==> src/rtl/sram_arbiter_if.sv <==
// Bus bundle between the SRAM arbiter, its three requesters and the external SRAM.
// The arbiter uses the slave modport; the requester/SRAM side uses master.
interface sram_arbiter_if;
  logic        p_req;
  logic        p_we;
  logic [18:0] p_add;
  logic [7:0]  p_di;
  logic        p_ack;

  logic        c_req;
  logic        c_we;
  logic [18:0] c_add;
  logic [7:0]  c_di;
  logic [7:0]  c_do;
  logic        c_ack;

  logic        v_req;
  logic [18:0] v_add;
  logic [7:0]  v_do;
  logic        v_ack;

  logic [18:0] ER_ADD;
  logic [7:0]  ER_DO;
  logic [7:0]  ER_DI;
  logic        ER_DOE;
  logic        ER_CS;
  logic        ER_OE;
  logic        ER_WE;

  logic [1:0]  grant;

  modport slave (
    input  p_req, p_we, p_add, p_di,
    input  c_req, c_we, c_add, c_di,
    input  v_req, v_add,
    input  ER_DI,
    output p_ack, c_do, c_ack, v_do, v_ack,
    output ER_ADD, ER_DO, ER_DOE, ER_CS, ER_OE, ER_WE,
    output grant
  );

  modport master (
    output p_req, p_we, p_add, p_di,
    output c_req, c_we, c_add, c_di,
    output v_req, v_add,
    output ER_DI,
    input  p_ack, c_do, c_ack, v_do, v_ack,
    input  ER_ADD, ER_DO, ER_DOE, ER_CS, ER_OE, ER_WE,
    input  grant
  );
endinterface

==> src/rtl/sram_arbiter.sv <==
// Three-way SRAM arbiter (programmer > CPU > video, with video starvation promotion)
// driving one asynchronous SRAM through an IDLE -> ACCESS -> ACK sequence.
module sram_arbiter #(
  parameter int ACC_CYCLES = 2,
  parameter int STARVE     = 8
) (
  input  logic           clk,
  input  logic           rst,
  sram_arbiter_if.slave  bus,
  output logic [1:0]     dbg_state
);

  // Handshake: a requester raises req with stable operands and holds them until its
  // one-clock ack; a req still high in the IDLE clock after ack starts a new access.

  localparam int SW = $clog2(STARVE + 1);

  localparam logic [1:0] G_NONE = 2'd0;
  localparam logic [1:0] G_PROG = 2'd1;
  localparam logic [1:0] G_CPU  = 2'd2;
  localparam logic [1:0] G_VID  = 2'd3;

  typedef enum logic [1:0] {
    IDLE   = 2'd0,
    ACCESS = 2'd1,
    ACK    = 2'd2
  } state_t;

  state_t         state, state_nxt;
  logic [3:0]     acc_cnt;
  logic [1:0]     owner;
  logic [1:0]     winner;
  logic [18:0]    lat_add;
  logic [7:0]     lat_do;
  logic           lat_we;
  logic [SW-1:0]  starve_cnt;
  logic           starved;
  logic           last_acc;
  logic           in_acc;

  assign starved  = (starve_cnt == SW'(STARVE));
  assign last_acc = (acc_cnt == 4'(ACC_CYCLES - 1));
  assign in_acc   = (state == ACCESS);

  // A starved video request jumps the CPU but never the programmer.
  always_comb begin
    winner = G_NONE;
    if (bus.p_req)                 winner = G_PROG;
    else if (bus.v_req && starved) winner = G_VID;
    else if (bus.c_req)            winner = G_CPU;
    else if (bus.v_req)            winner = G_VID;
  end

  always_comb begin
    state_nxt = state;
    case (state)
      IDLE:    if (winner != G_NONE) state_nxt = ACCESS;
      ACCESS:  if (last_acc)         state_nxt = ACK;
      ACK:     state_nxt = IDLE;
      default: state_nxt = IDLE;
    endcase
  end

  always_ff @(posedge clk) begin
    if (rst) state <= IDLE;
    else     state <= state_nxt;
  end

  always_ff @(posedge clk) begin
    if (rst) begin
      acc_cnt  <= '0;
      owner    <= G_NONE;
      lat_add  <= '0;
      lat_do   <= '0;
      lat_we   <= 1'b0;
      bus.c_do <= 8'h00;
      bus.v_do <= 8'h00;
    end else begin
      case (state)
        IDLE: begin
          acc_cnt <= '0;
          if (winner != G_NONE) owner <= winner;
          case (winner)
            G_PROG: begin
              lat_add <= bus.p_add;
              lat_do  <= bus.p_di;
              lat_we  <= bus.p_we;
            end
            G_CPU: begin
              lat_add <= bus.c_add;
              lat_do  <= bus.c_di;
              lat_we  <= bus.c_we;
            end
            G_VID: begin
              lat_add <= bus.v_add;
              lat_we  <= 1'b0;
            end
            default: ;
          endcase
        end
        ACCESS: begin
          acc_cnt <= acc_cnt + 4'd1;
          // Read data is taken on the last strobe clock so it is valid during ACK.
          if (last_acc && !lat_we) begin
            if (owner == G_CPU) bus.c_do <= bus.ER_DI;
            if (owner == G_VID) bus.v_do <= bus.ER_DI;
          end
        end
        default: ;
      endcase
    end
  end

  always_ff @(posedge clk) begin
    if (rst)
      starve_cnt <= '0;
    else if (!bus.v_req || (state == IDLE && winner == G_VID) ||
             (state != IDLE && owner == G_VID))
      starve_cnt <= '0;
    else if (!starved)
      starve_cnt <= starve_cnt + 1'b1;
  end

  // WE is released one clock before the end of a write so data hold is met.
  assign bus.ER_ADD = lat_add;
  assign bus.ER_DO  = lat_do;
  assign bus.ER_CS  = !in_acc;
  assign bus.ER_OE  = !(in_acc && !lat_we);
  assign bus.ER_WE  = !(in_acc && lat_we && !last_acc);
  assign bus.ER_DOE = in_acc && lat_we;

  assign bus.grant  = (state == IDLE) ? G_NONE : owner;
  assign bus.p_ack  = (state == ACK) && (owner == G_PROG);
  assign bus.c_ack  = (state == ACK) && (owner == G_CPU);
  assign bus.v_ack  = (state == ACK) && (owner == G_VID);

  assign dbg_state  = state;

endmodule

==> src/flat_wrapper.sv <==
// flat-port wrapper written by rule: the top's interface ports become plain ports
module sram_arbiter_flat 
#(
  parameter int ACC_CYCLES = 2,
  parameter int STARVE     = 8
)
  (clk, rst, dbg_state, bus_p_req, bus_p_we, bus_p_add, bus_p_di, bus_c_req, bus_c_we, bus_c_add, bus_c_di, bus_v_req, bus_v_add, bus_ER_DI, bus_p_ack, bus_c_do, bus_c_ack, bus_v_do, bus_v_ack, bus_ER_ADD, bus_ER_DO, bus_ER_DOE, bus_ER_CS, bus_ER_OE, bus_ER_WE, bus_grant);
  sram_arbiter_if bus_i ();
  input  logic clk;
  input  logic rst;
  output logic [1:0] dbg_state;
  input wire logic [$bits(bus_i.p_req)-1:0] bus_p_req;
  input wire logic [$bits(bus_i.p_we)-1:0] bus_p_we;
  input wire logic [$bits(bus_i.p_add)-1:0] bus_p_add;
  input wire logic [$bits(bus_i.p_di)-1:0] bus_p_di;
  input wire logic [$bits(bus_i.c_req)-1:0] bus_c_req;
  input wire logic [$bits(bus_i.c_we)-1:0] bus_c_we;
  input wire logic [$bits(bus_i.c_add)-1:0] bus_c_add;
  input wire logic [$bits(bus_i.c_di)-1:0] bus_c_di;
  input wire logic [$bits(bus_i.v_req)-1:0] bus_v_req;
  input wire logic [$bits(bus_i.v_add)-1:0] bus_v_add;
  input wire logic [$bits(bus_i.ER_DI)-1:0] bus_ER_DI;
  output wire logic [$bits(bus_i.p_ack)-1:0] bus_p_ack;
  output wire logic [$bits(bus_i.c_do)-1:0] bus_c_do;
  output wire logic [$bits(bus_i.c_ack)-1:0] bus_c_ack;
  output wire logic [$bits(bus_i.v_do)-1:0] bus_v_do;
  output wire logic [$bits(bus_i.v_ack)-1:0] bus_v_ack;
  output wire logic [$bits(bus_i.ER_ADD)-1:0] bus_ER_ADD;
  output wire logic [$bits(bus_i.ER_DO)-1:0] bus_ER_DO;
  output wire logic [$bits(bus_i.ER_DOE)-1:0] bus_ER_DOE;
  output wire logic [$bits(bus_i.ER_CS)-1:0] bus_ER_CS;
  output wire logic [$bits(bus_i.ER_OE)-1:0] bus_ER_OE;
  output wire logic [$bits(bus_i.ER_WE)-1:0] bus_ER_WE;
  output wire logic [$bits(bus_i.grant)-1:0] bus_grant;
  assign bus_i.p_req = bus_p_req;
  assign bus_i.p_we = bus_p_we;
  assign bus_i.p_add = bus_p_add;
  assign bus_i.p_di = bus_p_di;
  assign bus_i.c_req = bus_c_req;
  assign bus_i.c_we = bus_c_we;
  assign bus_i.c_add = bus_c_add;
  assign bus_i.c_di = bus_c_di;
  assign bus_i.v_req = bus_v_req;
  assign bus_i.v_add = bus_v_add;
  assign bus_i.ER_DI = bus_ER_DI;
  assign bus_p_ack = bus_i.p_ack;
  assign bus_c_do = bus_i.c_do;
  assign bus_c_ack = bus_i.c_ack;
  assign bus_v_do = bus_i.v_do;
  assign bus_v_ack = bus_i.v_ack;
  assign bus_ER_ADD = bus_i.ER_ADD;
  assign bus_ER_DO = bus_i.ER_DO;
  assign bus_ER_DOE = bus_i.ER_DOE;
  assign bus_ER_CS = bus_i.ER_CS;
  assign bus_ER_OE = bus_i.ER_OE;
  assign bus_ER_WE = bus_i.ER_WE;
  assign bus_grant = bus_i.grant;
  sram_arbiter #(.ACC_CYCLES(ACC_CYCLES), .STARVE(STARVE)) u_core (.clk(clk), .rst(rst), .bus(bus_i), .dbg_state(dbg_state));
endmodule
==> config.mk <==
export PLATFORM = sky130hd
export DESIGN_NAME = sram_arbiter_flat
export DESIGN_NICKNAME = d
export VERILOG_FILES = /design/src/rtl/sram_arbiter_if.sv /design/src/rtl/sram_arbiter.sv /design/src/flat_wrapper.sv
export SDC_FILE = /design/constraint.sdc
export NUM_CORES = 1
export LEC_CHECK = 0
export ABC_AREA = 0
export ABC_CLOCK_PERIOD_IN_PS = 2450
export BUFFER_PORTS_ARGS = -buffer_cell sky130_fd_sc_hd__buf_2
export CORE_MARGIN = 4
export CORE_UTILIZATION = 40
export CTS_CLUSTER_DIAMETER = 50
export DETAILED_ROUTE_END_ITERATION = 8
export PLACE_DENSITY = 0.76
export SYNTH_ARGS = -nofsm -noshare
export SYNTH_HDL_FRONTEND = slang
export SYNTH_SLANG_ARGS = --single-unit
==> constraint.sdc <==
create_clock -name clk -period 2.45 [get_ports clk]
set_input_delay 0.1225 -clock clk [delete_from_list [all_inputs] [get_ports clk]]
set_output_delay 0.1225 -clock clk [all_outputs]
set_load 0.01 [all_outputs]
# --- Word-level counts from Yosys, hierarchy flattened ---
# Index checks and enable logic that the tools add are counted.
word_totals:
  n_memories: 0
  register_bits: 56
  ram_bits: 0
  mem_bits_ro: 0
  wordCells: 66
  latch_bits: 0
op_classes:
  addsub: 2
  n_mux: 12
  eq_ne: 12
  shifts: 0
  multipliers: 0
  div_mod_pow: 0
  n_reduce_logical: 31
  n_lt_le_gt_ge: 0
  n_bitwise: 0
ops:
  columns: ["op", "n"]
  rows:
  - ["case mux 19 bit (3 select lines)", 1]
  - ["case mux 8 bit (2 select lines)", 1]
  - ["2-to-1 mux 2 bit", 7]
  - ["== test 2 bit (second input constant)", 5]
  - ["logical AND 1 bit", 10]
  - ["adder 4 x 1 -> 4 bit (second input constant)", 2]
  - ["case mux 4 bit (2 select lines)", 1]
  - ["AND reduction 2 bit", 4]
  - ["nonzero test 2 bit", 4]
  - ["== test 2 x 1 -> 1 bit (second input constant)", 3]
  - ["zero test 1 bit", 6]
  - ["AND reduction 3 bit", 2]
  - ["== test 4 x 1 -> 1 bit (second input constant)", 1]
  - ["== test 4 bit (second input constant)", 1]
  - ["!= test 2 x 1 -> 1 bit (second input constant)", 2]
  - ["case mux 2 bit (2 select lines)", 1]
  - ["case mux 1 bit (3 select lines)", 1]
  - ["nonzero test 3 bit", 1]
  - ["zero test 2 bit", 1]
  - ["logical OR 1 bit", 2]
  - ["OR reduction 2 bit", 1]

# --- Logic depth before layout (Yosys ltp) ---
logic_depth:
  depth_word: 9
  depth_mapped: 10
  depth_no_buf: 9

# --- Least setup slack after synthesis ---
# OpenSTA, ideal clock, no wires.
synth_path:
  path_type: "reg-to-reg"
  start: "register u_core.starve_cnt[0]"
  end: "register u_core.lat_we"
  arrival_ps: 2305
  setup_ps: 70
  slack_ps: 75
  stages_incl_launch_ff: 10
  period_less_slack_ps: 2375
  path_cell_list: "dfxtp_1 -> inv_1 -> ha_1 -> and4b_1 -> nor3_1 -> ha_1 -> clkbuf_1 -> clkbuf_1 -> a22oi_1 -> a21oi_1"
synth_via:
  elab_chain_cells: 7
synth_rtl:
  columns: ["item", "line_no", "source"]
  rows:
  - ["start: declaration", "sram_arbiter.sv:36", "logic [SW-1:0] starve_cnt;"]
  - ["start signal: assignment", "sram_arbiter.sv:121", "starve_cnt <= starve_cnt + 1'b1;"]
  - ["== test 4 bit (*)", "sram_arbiter.sv:41", "assign starved = (starve_cnt == SW'(STARVE));"]
  - ["logical AND 1 bit (*)", "sram_arbiter.sv:49", "else if (bus.v_req && starved) winner = G_VID;"]
  - ["2-to-1 mux 2 bit (*)", "sram_arbiter.sv:49", null]
  - ["2-to-1 mux 2 bit (*)", "sram_arbiter.sv:48", "if (bus.p_req) winner = G_PROG;"]
  - ["== test 2 x 1 -> 1 bit / == test 2 bit (equally long branches)", "sram_arbiter.sv:83", "case (winner)"]
  - ["nonzero test 3 bit (no line)", null, null]
  - ["AND reduction 2 bit (no line)", null, null]
  - ["end signal: assignment", "sram_arbiter.sv:87", "lat_we <= bus.p_we;"]
  - ["end signal: assignment", "sram_arbiter.sv:92", "lat_we <= bus.c_we;"]
  - ["end: declaration", "sram_arbiter.sv:35", "logic lat_we;"]
# Mark *: on every way between the ends. The rest lies on a longest branch, timed or not.
# A chain may end at the register's enable or synchronous reset.

# --- Worst setup path in the final report ---
layout_path:
  start: "register u_core.starve_cnt[0]"
  end: "register u_core.starve_cnt[1]"
layout_via:
  elab_chain_cells: 9
layout_rtl:
  columns: ["item", "line_no", "source"]
  rows:
  - ["== test 4 bit", "sram_arbiter.sv:41", null]
  - ["logical AND 1 bit", "sram_arbiter.sv:49", null]
  - ["2-to-1 mux 2 bit", "sram_arbiter.sv:49", null]
  - ["2-to-1 mux 2 bit", "sram_arbiter.sv:48", null]
  - ["named net u_core.winner[0]", "sram_arbiter.sv:32", "logic [1:0] winner;"]
  - ["== test 2 bit", "sram_arbiter.sv:117", "else if (!bus.v_req || (state == IDLE && winner == G_VID) ||"]
  - ["logical AND 1 bit", "sram_arbiter.sv:117", null]
  - ["logical OR 1 bit (2 in series)", "sram_arbiter.sv:117", null]
  - ["OR reduction 2 bit (no line)", null, null]
# The timed path passes the listed nets, and every way through them passes these cells.

==> impl_summary.txt <==
----------------------------------------------------
[Cells and area]
  Syn-to-layout area delta ... 34.9%
  Final-stage net count ... 534
  Ratio of cells with drive above 1 in the final layout ... between 30% and 40%
  Commonest cells after routing, fill and taps aside ... buf_2, dfxtp_1, nand2_1
  Antenna diode instance count ... 0
  Leading cell type in the layout, fill and taps excluded ... buf_2

[Setup path]
  Endpoint of the worst register-to-register path ... u_core.starve_cnt[1]
  Cell depth of the worst setup path ... 11
  Largest incremental delay on the critical path ... approximately 470 ps
  Startpoint kind of the worst setup timing path ... flip-flop
  Critical path buffer and inverter count ... 4
  Critical Path, Cell by Cell ... inv_1, ha_1, and4b_1, nor3_1, buf_4, inv_1, ha_1, buf_6, or3b_2, o2111ai_1, nor2_1
  WS Path Type ... reg -> reg
  Delay-heaviest family, CP ... simple AND/OR/NAND/NOR gates
  CP endpoint ... u_core.starve_cnt[1]
  CP max-delay cell ... or3b_2
  Launching point of the worst reg2reg path ... u_core.starve_cnt[0]
  CP max FO ... 20
  Worst setup path start ... u_core.starve_cnt[0]
  WP data arrival ... approximately 2500 ps
  Critical Path RT ... 2640 ps
  Type of destination of the critical path ... flip-flop
  FF-to-FF path depth ... 11
  R2R setup slack ... between 150 and 200 ps

[Synth]
  Post-synth EDFFs ... 0
  Syn. warnings ... 0
  Flop and latch count out of synthesis ... between 50 and 60
  Share of flip-flops with an asynchronous set or reset ... 0%
  Synth Cell Area ... 2600 µm²
  Gate Count Post-Synth ... 304
  Syn Nets ... around 400
  Post-synthesis cell type count ... 33
  Register area share after synthesis ... between 40% and 50%
  Most instantiated flip-flop cell in the synthesis netlist ... dfxtp_1
  Syn avg cell area ... 8.56 µm²

[STA]
  Setup Total Neg Slack ... 0 ps
  Max-slew violation count ... 0
  Number of endpoints failing setup at the final stage ... 0
  Worst slew margin ... about three fifths
  Worst hold slack ... 63.6 ps
  Final critical-path share of the clock period ... roughly 93%
  Worst slew pin tran ... around 600 ps
  RSZ-0062 raised after global routing ... false
  Post-route minimum period ... roughly 2300 ps
  Total count of hold-check failures in the final report ... 0
  Highest Clock Rate ... between 0.4 and 0.5 GHz
  Worst Skew ... slightly below 6 ps

[GRT]
  Pin count of the biggest net entering global routing ... between 40 and 50
  Overall overflow remaining after global route ... 0
  Initial antenna violation count ... 0
  Vias in the first global route ... between 2000 and 3000
  Global router's overall resource usage ... 18.6%
  First-pass GRT wire length ... around 12000 µm

[Power]
  Ratio of total power to cell area ... between 500 and 600 nW/µm²
  Highest ir drop seen on vdd ... about 0.29 mV
  Static leakage power ... 1.62 nW

[Detailed routing]
  Iter 0 DRT Violations ... 121
  Residual antenna-violating net count after detailed routing ... 0
  Remaining design rule violation count ... 0
  Drt wl/cell ... around 14 µm
  Vias post-DR ... around 2700
  DRT Pass-1 Iters ... 4
  Via-per-instance ratio ... 5.21
  Wire length reported by the detailed router ... 7300 µm

[Clocking]
  Clock tree from TritonCTS ... built
  Total clock buffers created by CTS ... 5
  Root Driver ... clkbuf_8
  CTS resizes ... 0
  Clock transition at path regs ... 90 ps
  Clk_lat worst skew ... approximately 300 ps
  Post-CTS Setup Bufs ... 0
  Longest Clk Path Bufs ... 2
  Number of clock sinks seen by CTS ... between 50 and 60
  CTS HTree Levels ... 2
  Hold buffers post-CTS ... 0

[Floorplanning]
  Die outline area ... 7860 µm²
  Number of top-level pins ... 142
  Initial core utilization ... between 40% and 50%
  Std-Cell Core Area ... 6350 µm²
  Horizontal die dimension ... a little under 90 µm
  Number of standard-cell rows in the floorplan ... 29
  Overall die height ... 88.7 µm

[Job]
  Max capacitance violation total ... 0

[Run status]
  Outcome ... finished clean

[Place]
  HPWL after detailed placement ... about 5600 µm
  # port buffers ... 141
  Routability congestion estimate ... roughly 0.81

[Worst hold path]
  Count of cells along the worst hold path ... 3
  Hold/Removal Path Class ... in -> reg

----------------------------------------------------
[worst min-delay path by stage]
stage / slack [ps] / startpoint / end
global route: 60 / bus_p_add[7] / u_core.bus.ER_ADD[7]
CTS: 50 / bus_p_add[14] / u_core.bus.ER_ADD[14]
floorplan: 200 / rst / u_core.bus.ER_DO[7]
finish: 60 / bus_p_add[7] / u_core.bus.ER_ADD[7]
global placement: 380 / bus_p_add[10] / u_core.bus.ER_ADD[10]
detailed placement: 390 / bus_p_add[12] / u_core.bus.ER_ADD[12]
[metrics by stage]
stage	cells	power, mW	utilization, %	area [µm²]	setup slack (ps)
after floorplan	304	1.29	-	2600	75.4
after global placement	509	1.49	53.6	3410	172
after detailed placement	509	1.50	53.6	3410	98.1
after CTS	517	2.01	55.1	3500	82.6
after global routing	517	2.12	55.3	3510	2.80
final	517	1.99	55.3	3510	177
[worst register-to-register path, cell delays in order (launching register included)]
cell       delay, ps
dfxtp_1          350
inv_1             70
ha_1             150
and4b_1          190
nor3_1            50
buf_4            140
inv_1             50
ha_1             190
buf_6            210
or3b_2           470
o2111ai_1        210
nor2_1            90
[logic make-up (layout without fill, tap and decap cells)]
group                      after synthesis  in the layout  share of synthesized area [%]
adders and majority gates                7              7                           3.37
muxes                                   19             19                           7.31
buffers and inverters                   30            166                           4.42
xor gates and xnor gates                 3              3                           1.01
and+or+nand+nor                         96             96                           19.0
DFF                                     56             56                           43.1
AOI/OAI and AO/OA                       93             93                           21.8
[power breakdown]
group	switching [mW]	internal (mW)
clock network	0.285	0.226
registers	0.0513	0.981
logic	0.248	0.202
[per-layer routing]
metal  vias up  track usage [%]  share of wire (%)
met5         -                0                  0
met4         0             4.81               0.82
met3         4             4.47                8.9
met2       112             31.8                 49
met1      1214             23.3                 42
li1       1364                -                  -
[registers in the layout (all words and copies together) (netlist names)]
signal / count
u_core.lat_we: 1
u_core.bus.ER_ADD: 19
u_core.bus.c_do: 8
u_core.bus.v_do: 8
u_core.bus.ER_DO: 8
u_core.starve_cnt: 4
u_core.owner: 2
u_core.acc_cnt: 4
u_core.dbg_state: 2
[area by class of cell]
class / count / area (µm²)
flip-flops and latches: 56 / 1120
repair buffers: 150 / 790
fillers: 627 / 2840
well taps: 77 / 96.3
clock buffers: 6 / 82.6
clock inverters: 2 / 10.0
multi-input cells: 218 / 1380
inverters: 8 / 30.0
[cells in the mapped netlist (2+ instances only)]
| library cell | number | area, µm² |
|---|---|---|
| dfxtp_1 | 56 | 1120 |
| nand2_1 | 41 | 154 |
| a21oi_1 | 12 | 60.1 |
| ha_1 | 7 | 87.6 |
| a31oi_1 | 20 | 125 |
| nor2b_1 | 7 | 43.8 |
| or3b_2 | 2 | 17.5 |
| xor2_1 | 2 | 17.5 |
| and2_1 | 2 | 12.5 |
| inv_1 | 8 | 30.0 |
| a22oi_1 | 20 | 150 |
| mux2i_1 | 19 | 190 |
| nor3b_2 | 2 | 25.0 |
| a211oi_1 | 8 | 60.1 |
| nor3b_1 | 3 | 22.5 |
| clkbuf_1 | 20 | 75.1 |
| nor3_1 | 2 | 10.0 |
| o21ai_0 | 31 | 155 |
| nand3_1 | 3 | 15.0 |
| nand4_1 | 8 | 50.1 |
| buf_2 | 2 | 10.0 |
| nor2_1 | 18 | 67.6 |
No activity file was read; power rests on OpenSTA's default activity.
